<file path="src/rtl/mem_arbiter.sv">
`timescale 1ns/1ps
// mem_arbiter: round-robin sharing of the 8-bit memory among three requesters,
// turning each grant into the memory's MAR-then-access sequence on the shared bus.
//
// state  | meaning
// IDLE   | no transaction in flight; arbitrates every edge
// ADDR   | latched address on the bus, MAR load enabled
// ACCESS | write data on the bus (write) or memory output enabled (read)
// ACK    | one-cycle ack to the granted requester; arbitrates for the next grant
module mem_arbiter #(
  parameter int NREQ = 3,
  parameter int AW   = 16,
  parameter int DW   = 8
) (
  input  logic                 clk,
  input  logic                 rst_n,
  input  logic [NREQ-1:0]      req,
  input  logic [NREQ-1:0]      we,
  input  logic [NREQ*AW-1:0]   addr,
  input  logic [NREQ*DW-1:0]   wdata,
  output logic [NREQ-1:0]      gnt,
  output logic [NREQ-1:0]      ack,
  output logic [DW-1:0]        rdata,
  output logic                 busy,
  output logic [AW-1:0]        bus_out,
  output logic                 bus_drive,
  output logic                 mem_mar_write_en,
  output logic                 mem_write_en,
  output logic                 mem_out_en,
  input  logic [DW-1:0]        mem_rd_data
);

  typedef enum logic [1:0] {IDLE, ADDR, ACCESS, ACK} state_t;

  state_t          state;
  logic [1:0]      prio;
  logic            lat_we;
  logic [AW-1:0]   lat_addr;
  logic [DW-1:0]   lat_wdata;

  logic [NREQ-1:0] elig;
  logic            found;
  logic [1:0]      pick;
  logic [NREQ-1:0] pick_oh;
  logic [2:0]      pos;
  logic [1:0]      slot;
  logic [AW-1:0]   sel_addr;
  logic [DW-1:0]   sel_wdata;
  logic            sel_we;

  // In ACK the acked requester still holds req, so it is masked out via gnt.
  always_comb begin
    elig    = req;
    found   = 1'b0;
    pick    = 2'd0;
    pick_oh = '0;
    pos     = 3'd0;
    slot    = 2'd0;
    if (state == ACK) elig = req & ~gnt;
    for (int k = 0; k < NREQ; k++) begin
      pos = 3'(k) + {1'b0, prio};
      if (pos >= 3'd3) pos = pos - 3'd3;
      slot = pos[1:0];
      if (!found && elig[slot]) begin
        found         = 1'b1;
        pick          = slot;
        pick_oh[slot] = 1'b1;
      end
    end
  end

  always_comb begin
    sel_we = we[pick];
    case (pick)
      2'd1:    begin sel_addr = addr[AW +: AW];   sel_wdata = wdata[DW +: DW];   end
      2'd2:    begin sel_addr = addr[2*AW +: AW]; sel_wdata = wdata[2*DW +: DW]; end
      default: begin sel_addr = addr[0 +: AW];    sel_wdata = wdata[0 +: DW];    end
    endcase
  end

  always_ff @(posedge clk or negedge rst_n) begin
    if (!rst_n) begin
      state            <= IDLE;
      prio             <= 2'd0;
      lat_we           <= 1'b0;
      lat_addr         <= '0;
      lat_wdata        <= '0;
      gnt              <= '0;
      ack              <= '0;
      rdata            <= '0;
      busy             <= 1'b0;
      bus_out          <= '0;
      bus_drive        <= 1'b0;
      mem_mar_write_en <= 1'b0;
      mem_write_en     <= 1'b0;
      mem_out_en       <= 1'b0;
    end else begin
      case (state)
        IDLE, ACK: begin
          ack <= '0;
          if (found) begin
            state            <= ADDR;
            prio             <= (pick == 2'd2) ? 2'd0 : pick + 2'd1;
            lat_we           <= sel_we;
            lat_addr         <= sel_addr;
            lat_wdata        <= sel_wdata;
            gnt              <= pick_oh;
            busy             <= 1'b1;
            bus_out          <= sel_addr;
            bus_drive        <= 1'b1;
            mem_mar_write_en <= 1'b1;
            mem_write_en     <= 1'b0;
            mem_out_en       <= 1'b0;
          end else begin
            state            <= IDLE;
            gnt              <= '0;
            busy             <= 1'b0;
            bus_out          <= '0;
            bus_drive        <= 1'b0;
            mem_mar_write_en <= 1'b0;
            mem_write_en     <= 1'b0;
            mem_out_en       <= 1'b0;
          end
        end
        ADDR: begin
          state            <= ACCESS;
          mem_mar_write_en <= 1'b0;
          if (lat_we) begin
            bus_out      <= {{(AW-DW){1'b0}}, lat_wdata};
            bus_drive    <= 1'b1;
            mem_write_en <= 1'b1;
            mem_out_en   <= 1'b0;
          end else begin
            bus_out      <= '0;
            bus_drive    <= 1'b0;
            mem_write_en <= 1'b0;
            mem_out_en   <= 1'b1;
          end
        end
        ACCESS: begin
          state        <= ACK;
          ack          <= gnt;
          bus_out      <= '0;
          bus_drive    <= 1'b0;
          mem_write_en <= 1'b0;
          mem_out_en   <= 1'b0;
          if (!lat_we) rdata <= mem_rd_data;
        end
        default: state <= IDLE;
      endcase
    end
  end

endmodule

</file>
<file path="config.mk">
export PLATFORM = sky130hd
export DESIGN_NAME = mem_arbiter
export DESIGN_NICKNAME = d
export VERILOG_FILES = /design/src/rtl/mem_arbiter.sv
export SDC_FILE = /design/constraint.sdc
export NUM_CORES = 1
export LEC_CHECK = 0
export CAP_MARGIN = 15
export CORE_MARGIN = 2
export CORE_UTILIZATION = 40
export DETAILED_ROUTE_END_ITERATION = 6
export PLACE_DENSITY_LB_ADDON = 0.12
export SLEW_MARGIN = 20
export SYNTH_ARGS = -nofsm -noshare
export SYNTH_HDL_FRONTEND = slang
export SYNTH_SLANG_ARGS = --single-unit
</file>
<file path="constraint.sdc">
create_clock -name clk -period 3.4 [get_ports clk]
set_input_delay 0.68 -clock clk [delete_from_list [all_inputs] [get_ports clk]]
set_output_delay 0.68 -clock clk [all_outputs]
set_load 0.03 [all_outputs]
</file>
==> Word-level counts from Yosys, hierarchy flattened <==
Index checks and enable logic that the tools add are counted.
{ "op_classes": {"add_sub_neg": 6, "magnitude_cmp": 10, "eq_ne": 5, "mux": 44, "bitwise_logic": 5, "n_reduce_logical": 14} }
{ "ops": {"columns": ["cell", "n"], "rows": [
  ["$pmux 16 s3", 1],
  ["$pmux 16 s2", 1],
  ["$mux 16", 1],
  ["$pmux 8 s2", 1],
  ["$mux 3", 5],
  ["$mux 1", 14],
  ["$mux 2", 7],
  ["$lt 2x3->1 const B", 4],
  ["$bmux 1 s2", 4],
  ["$mux 8", 1],
  ["$demux 1 s2", 3],
  ["$eq 2x2->1 const B", 3],
  ["$ge 2x1->1 const B", 3],
  ["$ge 3x2->1 const B", 2],
  ["$or 3x3->3", 2],
  ["$pmux 1 s2", 3],
  ["$pmux 2 s3", 1],
  ["$pmux 3 s2", 1],
  ["$sub 2x2->2 const B", 3],
  ["$logic_and 1x1->1", 5],
  ["$eq 2x1->1 const B", 2],
  ["$reduce_and 2->1", 2],
  ["$reduce_bool 2->1", 2],
  ["$add 1x2->3 const A", 1],
  ["other kinds (11)", 12]
]} }
{ "totals": {"register_bits": 48, "out_inout_bits": 35, "elab_cells": 97} }

==> Logic depth before layout (Yosys ltp) <==
Gate-level depths: netlist (run 1).
{ "logic_depth": {"depth_word": 16, "ltp_mapped": 13} }

==> Least setup slack after synthesis (run 1) <==
OpenSTA, ideal clock, no wires.
{ "synth_path": {"path_type": "reg2reg", "start": "reg prio[0]", "end": "reg bus_out[0]", "setup_time_ns": 0.083, "t_arrival_ns": 2.620, "required_ns": 3.317, "path_slack_ns": 0.698, "path_stages_with_launch": 13, "path_buffers": 3, "period_less_slack_ns": 2.702, "path_cell_list": "dfrtp_1 inv_1 ha_1 buf_2 inv_1 o21ai_0 a32oi_1 inv_1 ha_1 clkbuf_1 clkbuf_1 a21oi_1 o21ai_0"} }
{ "synth_via": {"elab_chain_cells": 15, "word_cells_on_any_way": 32, "cone_classes": "add/sub (5); order compare (3); eq/ne (2); mux (18); reduce/logical (4)"} }
{ "synth_lines": {"columns": ["item", "line", "text"], "rows": [
  ["from (decl)", "36", "logic [1:0] prio;"],
  ["from (signal assigned)", "103", "prio <= (pick == 2'd2) ? 2'd0 : pick + 2'd1;"],
  ["branches (longest 13 deep; another with $add 1x2->3)", null, null],
  ["$mux 16 (*)", "101", "if (found) begin"],
  ["$pmux 16 s3 (*)", "98", "case (state)"],
  ["to (signal assigned)", "109", "bus_out <= sel_addr;"],
  ["to (signal assigned)", "129", "bus_out <= {{(AW-DW){1'b0}}, lat_wdata};"],
  ["to (decl)", "25", "output logic [AW-1:0] bus_out,"]
]} }
Mark *: on every way between the ends. The select of a mux whose other input is x is not followed.
A chain may end at the register's enable or synchronous reset.

==> Worst setup path in the final report (run 1) <==
{ "layout_path": {"start": "reg prio[0]", "end": "reg bus_out[6]"} }
The elaborated chain is that of the path after synthesis.

==> results of run 1 <==
==> per-layer routing <==
layer  GRT usage, %  wire length, µm  vias to the layer above
met5              0                0                        -
met4          6.205              119                        0
met3          4.377              574                        9
met2          33.24             3496                      112
met1          25.08             3054                     1170
li1               -                -                     1273
==> area by class of cell <==
class | instances | area [µm²]
Sequential cell | 48 | 1201
Tap cell | 77 | 96.34
Clock inverter | 1 | 7.507
Inverter | 13 | 48.80
Fill cell | 553 | 2338
Clock buffer | 7 | 86.33
Timing Repair Buffer | 127 | 1269
Multi-Input combinational cell | 214 | 1339
==> worst max-delay path, cell delays in order, from the launching register on <==
cell and delay (ps):
dfrtp_1 410, inv_1 80, ha_1 430, inv_1 200, o21ai_0 150, a32oi_1 450, ha_2 630, a22oi_1 160
nor2_1 110, a21oi_1 40, o21ai_0 180
==> cells in the final DEF, fill, tap and decap left out, types with 3 or more instances in the layout <==
cell type / instances
clkdlybuf4s50_1: 121
dfrtp_1: 48
nor2_1: 41
nand2_1: 30
o21ai_0: 29
a21oi_1: 27
a22oi_1: 24
inv_1: 13
ha_1: 11
mux2_2: 9
clkbuf_8: 6
nor3_1: 5
buf_4: 5
a31oi_1: 4
a21bo_2: 3
nand4_1: 3
==> registers in the layout, indices dropped and copies added (netlist names) <==
register / cells
state: 2
prio: 2
gnt: 3
lat_we: 1
mem_mar_write_en: 1
lat_wdata: 8
mem_out_en: 1
bus_drive: 1
rdata: 8
mem_write_en: 1
ack: 3
busy: 1
bus_out: 16
==> path summary, 6_finish.rpt <==
kind | startpoint | endpoint | cells after the start
max | prio[0]$_DFFE_PN0P_ | bus_out[6]$_DFF_PN0_ | 10
min | rst_n | ack[2]$_DFFE_PN0P_ | 1
max reg2reg | prio[0]$_DFFE_PN0P_ | bus_out[6]$_DFF_PN0_ | 10
min reg2reg | ack[2]$_DFFE_PN0P_ | ack[2]$_DFFE_PN0P_ | 2
max in group asynchronous | rst_n | bus_drive$_DFF_PN0_ | 1
min in group clk | ack[2]$_DFFE_PN0P_ | ack[2]$_DFFE_PN0P_ | 2
==> through the flow <==
stage          worst slack [ps]  instances  instance area [µm²]  util [%]
2_1_floorplan             697.7        293                 2650         -
3_3_place_gp              47.58        479                 3946     61.79
3_5_place_dp             -97.68        479                 3946     61.79
4_1_cts                   164.6        487                 4040     63.26
5_1_grt                   134.1        487                 4048     63.38
6_report                  448.1        487                 4048     63.38
==> cells by family after synthesis <==
kind of cell               count (synthesis)
AOI/OAI and AO/OA                        104
muxes                                     13
and+or+nand+nor                           84
adders and majority gates                 13
buffers and inverters                     31
DFF                                       48
==> power breakdown <==
part	switching (mW)	total [mW]	internal, mW	leakage [nW]
registers	0.130	0.937	0.807	0.612
logic	1.31	2.22	0.914	1.02
clock network	0.189	0.354	0.166	0.0445
==> repair_timing <==
| action | in CTS | in global routing |
|---|---|---|
| endpoints found under the setup margin | 0 | 22 |
| hold endpoints to repair | 0 | 0 |
| gates resized for setup | 0 | 2 |
==> impl_metrics.py, run 1 <==
metrics = {
    "synthesis": {
        "synth-adder-area-share_pct": 6.138,
        "synth_warnings": 0,
        "synth_common_cells": "dfrtp_1 (48), nor2_1 (41), nand2_1 (30)",
        "synth_compound_area_share_pct": 25.31,
        "synth_edf_count": 0,
        "seq_area_frac_synth_pct": 45.33,
        "postSynthAreaPerCell_um2": 9.045,
        "ys_seq_elements": 48,
        "muxShareOfSynthArea_pct": 5.713,
        "ys.flop_type": "dfrtp_1",
        "yosys-top-cells-area": "dfrtp_1 (45%), a22oi_1 (6.8%), ha_1 (6.1%)",
        "syn_area_mm2": 0.002650,
        "yosys.area.top_type": "dfrtp_1",
        "yosysTopAreaCellShare_pct": 45.33,
        "synth_top_family_by_area": "compound AO/OA/AOI/OAI gates",
        "synth-simple-area-share_pct": 12.94,
        "postSynthCellCount": 293,
        "ys_types": 34,
        "synth_fp_nets": 394,
        "synth_xor_area_share_pct": 0,
        "async_reset_ff_share_pct": 100.0,
        "synth.most_common_cell": "dfrtp_1",
    },
    "sta": {
        "max_freq_ghz": 0.3388,
        "fin_skew_ps": 10.87,
        "fin_crit_ps": 2952,
        "final_max_slew_viol_count": 0,
        "fin_crit_sh_pct": 86.82,
        "finalSetupViolCount": 0,
        "setup_tns_ps": 0,
        "rsz0062_at_grt": "false",
        "max_slew.worst_pin.slew_ps": 711.9,
        "relSlewSlack_pct": 52.54,
        "timing.hold.ws_ps": 386.9,
        "final_hold_viol_count": 0,
    },
    "worst_setup_path": {
        "crit_path_end_kind": "flop",
        "worst-endpoint-arrival_ps": 3150,
        "regToRegSetupSlack_ps": 450,
        "startpoint_type": "flop",
        "worstPathMaxFanout": 24,
        "crit_type": "reg2reg",
        "worstPathRequired_ps": 3600,
    },
    "route": {
        "routed_via_density": 5.265,
        "final_antenna_net_count": 0,
        "post-route-drc-count": 0,
        "drt_wl_total_mm": 7.243,
        "vias": 2564,
        "drt_iter0_markers": 112,
        "post_drt_wl_per_cell_um": 14.87,
        "dr.pass1.iters": 4,
    },
    "floorplan": {
        "initial_utilization_pct": 41.50,
        "die_w_um": 85.40,
        "placementRows": 29,
        "fp.dieH_um": 85.40,
        "ios": 123,
        "die_area_mm2": 0.007292,
        "coreArea_mm2": 0.006386,
    },
    "global_routing": {
        "grt_usage_pct": 19.66,
        "antenna_found_initial": 0,
        "grt-ovfl-total": 0,
        "grt_max_degree": 49,
        "grt_pass1_wl_mm": 11.57,
        "grt_pass1_vias": 2513,
    },
    "layout": {
        "area_growth_pct": 52.74,
        "drive_above_1_share_pct": 7.805,
        "nets": 510,
        "diodes": 0,
    },
    "cts": {
        "cts-buffers-inserted": 5,
        "cts_hold_buffers": 0,
        "clock_latency_ps": 300,
        "cts.sinks": 48,
        "clock_path_buffers": 2,
        "clkTransAtPathRegs_ps": 90,
        "cts_tree": "done",
        "clockRootBuffer": "clkbuf_8",
        "cts_htree_levels": 2,
        "post_cts_buffers": 0,
    },
    "power_and_ir_drop": {
        "p_per_area_mw_per_mm2": 868.7,
        "ir_drop_mv": 0.5305,
        "total_power_mw": 3.516,
        "leakagePower_nw": 1.680,
    },
    "place": {
        "port_buffers": 122,
        "routabilityCongestion": 0.9154,
        "dpl.hpwl_mm": 5.428,
    },
    "outcome": {
        "status": "finished, final reports clean",
    },
    "run": {
        "maxCapViolCount": 0,
    },
    "hold_path": {
        "hold_class": "in2async",
    },
}
(Power assumes the default switching activity.)
==> run 2, diff against run 1 <==
--- a/config.mk
+++ b/config.mk
@@ -8,5 +8,5 @@
 export CAP_MARGIN = 15
 export CORE_MARGIN = 2
-export CORE_UTILIZATION = 40
+export CORE_UTILIZATION = 42
 export DETAILED_ROUTE_END_ITERATION = 6
 export PLACE_DENSITY_LB_ADDON = 0.12
==> constraint.sdc (replaced) <==
create_clock -name clk -period 3.4 [get_ports clk]
set_input_delay 0.68 -clock clk [delete_from_list [all_inputs] [get_ports clk]]
set_output_delay 0.68 -clock clk [all_outputs]
set_load 0.05 [all_outputs]
==> impl_metrics.py, run 2 (synthesis gave the netlist of run 1 again) <==
metrics = {
    "sta": {
        "relSlewSlack_pct": 38.84,
        "max_slew.worst_pin.slew_ps": 917.5,
        "fin_skew_ps": 5.331,
        "setup_tns_ps": 0,
        "rsz0062_at_grt": "false",
        "timing.hold.ws_ps": 373.5,
        "finalSetupViolCount": 0,
        "fin_crit_ps": 3100,
        "final_hold_viol_count": 0,
        "final_max_slew_viol_count": 0,
        "max_freq_ghz": 0.3226,
        "fin_crit_sh_pct": 91.17,
    },
    "global_routing": {
        "grt_usage_pct": 19.94,
        "grt-ovfl-total": 0,
        "grt_pass1_vias": 2365,
        "grt_pass1_wl_mm": 11.44,
        "grt_max_degree": 49,
        "antenna_found_initial": 0,
    },
    "floorplan": {
        "fp.dieH_um": 83.44,
        "coreArea_mm2": 0.006026,
        "die_area_mm2": 0.006961,
        "ios": 123,
        "die_w_um": 83.44,
        "placementRows": 28,
        "initial_utilization_pct": 43.98,
    },
    "worst_setup_path": {
        "crit_type": "in2reg",
        "startpoint_type": "primary input",
        "worstPathMaxFanout": 24,
        "crit_path_end_kind": "flop",
        "worst-endpoint-arrival_ps": 3310,
        "worstPathRequired_ps": 3610,
        "regToRegSetupSlack_ps": 340,
    },
    "layout": {
        "diodes": 0,
        "mostFrequentLayoutCells": "clkdlybuf4s50_1 (121), dfrtp_1 (48), nor2_1 (41)",
        "fillers": 515,
        "stdcell_area_mm2": 0.004061,
        "top_register": "bus_out",
        "largest_reg_flops": 16,
        "nets": 509,
        "drive_above_1_share_pct": 7.335,
        "area_growth_pct": 53.26,
        "final_common_cell": "clkdlybuf4s50_1",
        "reg.largest.list": "bus_out: 16 flops, lat_wdata: 8 flops, rdata: 8 flops",
    },
    "route": {
        "final_antenna_net_count": 0,
        "post_drt_wl_per_cell_um": 14.91,
        "routed_via_density": 5.314,
        "post-route-drc-count": 0,
        "dr.pass1.iters": 5,
        "drt_wl_total_mm": 7.215,
        "drt_iter0_markers": 106,
        "vias": 2572,
    },
    "cts": {
        "cts_htree_levels": 2,
        "clock_latency_ps": 290,
        "cts.sinks": 48,
        "cts_tree": "done",
        "post_cts_resized": 0,
        "post_cts_buffers": 0,
        "cts-buffers-inserted": 5,
        "cts_hold_buffers": 0,
        "clockRootBuffer": "clkbuf_8",
        "clock_path_buffers": 2,
        "clkTransAtPathRegs_ps": 90,
    },
    "place": {
        "placed_area_mm2": 0.003948,
        "routabilityCongestion": 0.9319,
        "dpl.hpwl_mm": 5.423,
        "port_buffers": 122,
    },
    "run": {
        "maxCapViolCount": 0,
    },
    "outcome": {
        "status": "finished, final reports clean",
    },
    "power_and_ir_drop": {
        "ir_drop_mv": 0.6129,
        "p_per_area_mw_per_mm2": 936.3,
        "leakagePower_nw": 1.688,
    },
    "hold_path": {
        "hold_class": "in2async",
    },
}
## run 2: cell count changes in the layout (fill, tap and decap cells not counted), sizes merged
cell,before,now
bufinv,0,1
buf,6,5
clkinv,0,1
clkbuf,7,5
## run 2: layout make-up
type | instances | area (µm²) | share of cell area (%)
clock buffer | 5 | 68.82 | 1.694
timing repair buffer | 126 | 1261 | 31.05
sequential | 48 | 1201 | 29.57
multi-input combinational | 214 | 1345 | 33.12
clock inverter | 3 | 42.54 | 1.047
inverter | 13 | 48.80 | 1.201
tap | 75 | 93.84 | 2.311
## run 2: power by group
| group | switching (mW) | internal (mW) | leakage [nW] | total (mW) |
|---|---|---|---|---|
| Clock | 0.189 | 0.218 | 0.0541 | 0.407 |
| Combinational | 1.55 | 0.911 | 1.02 | 2.46 |
| Sequential | 0.129 | 0.807 | 0.612 | 0.936 |
| Total | 1.87 | 1.94 | 1.69 | 3.80 |
## run 2: path summary, 6_finish.rpt
path | from | endpoint | cells past startpoint
worst min register to register | lat_wdata[4]$_DFFE_PN0P_ | bus_out[4]$_DFF_PN0_ | 2
max in group asynchronous | rst_n | prio[0]$_DFFE_PN0P_ | 1
worst max-delay path | req[0] | lat_wdata[7]$_DFFE_PN0P_ | 9
worst min-delay path | rst_n | ack[2]$_DFFE_PN0P_ | 1
worst max register to register | prio[1]$_DFFE_PN0P_ | lat_wdata[7]$_DFFE_PN0P_ | 11
min in group clk | lat_wdata[4]$_DFFE_PN0P_ | bus_out[4]$_DFF_PN0_ | 2
## run 2: per-layer routing
layer  up-vias  share of wire, %  routed length, µm  GRT usage, %
li1       1268                 -                  -             -
met1      1190                45               3219         27.47
met2       102                46               3338         31.96
met3        12               7.1                511         4.871
met4         0               2.0                146         4.545
met5         -                 0                  0             0
## run 2: stage by stage
| stage | instances | setup slack (ps) | total power [mW] | util, % |
|---|---|---|---|---|
| finish | 484 | 300.1 | 3.803 | 67.40 |
| global route | 484 | 33.87 | 4.074 | 67.40 |
| CTS | 484 | 304.2 | 3.819 | 67.36 |
| detailed placement | 476 | 9.524 | 3.408 | 65.51 |
| global placement | 476 | 63.80 | 3.376 | 65.51 |
| floorplan | 293 | 697.6 | 2.635 | - |
## run 2: critical path, cell delays in order
cell and delay, ps:
clkdlybuf4s50_1 470, a21boi_1 320, o21ai_0 170, a32oi_1 280
ha_1 820, a22oi_1 200, nor2_1 140, a21oi_1 50
o21ai_0 170
==> run 3, diff against run 2 <==
Settings changed: CAP_MARGIN 15 to 10.
==> results of run 3 <==
Same layout as run 2: the final DEF is identical, and so are final timing and power.
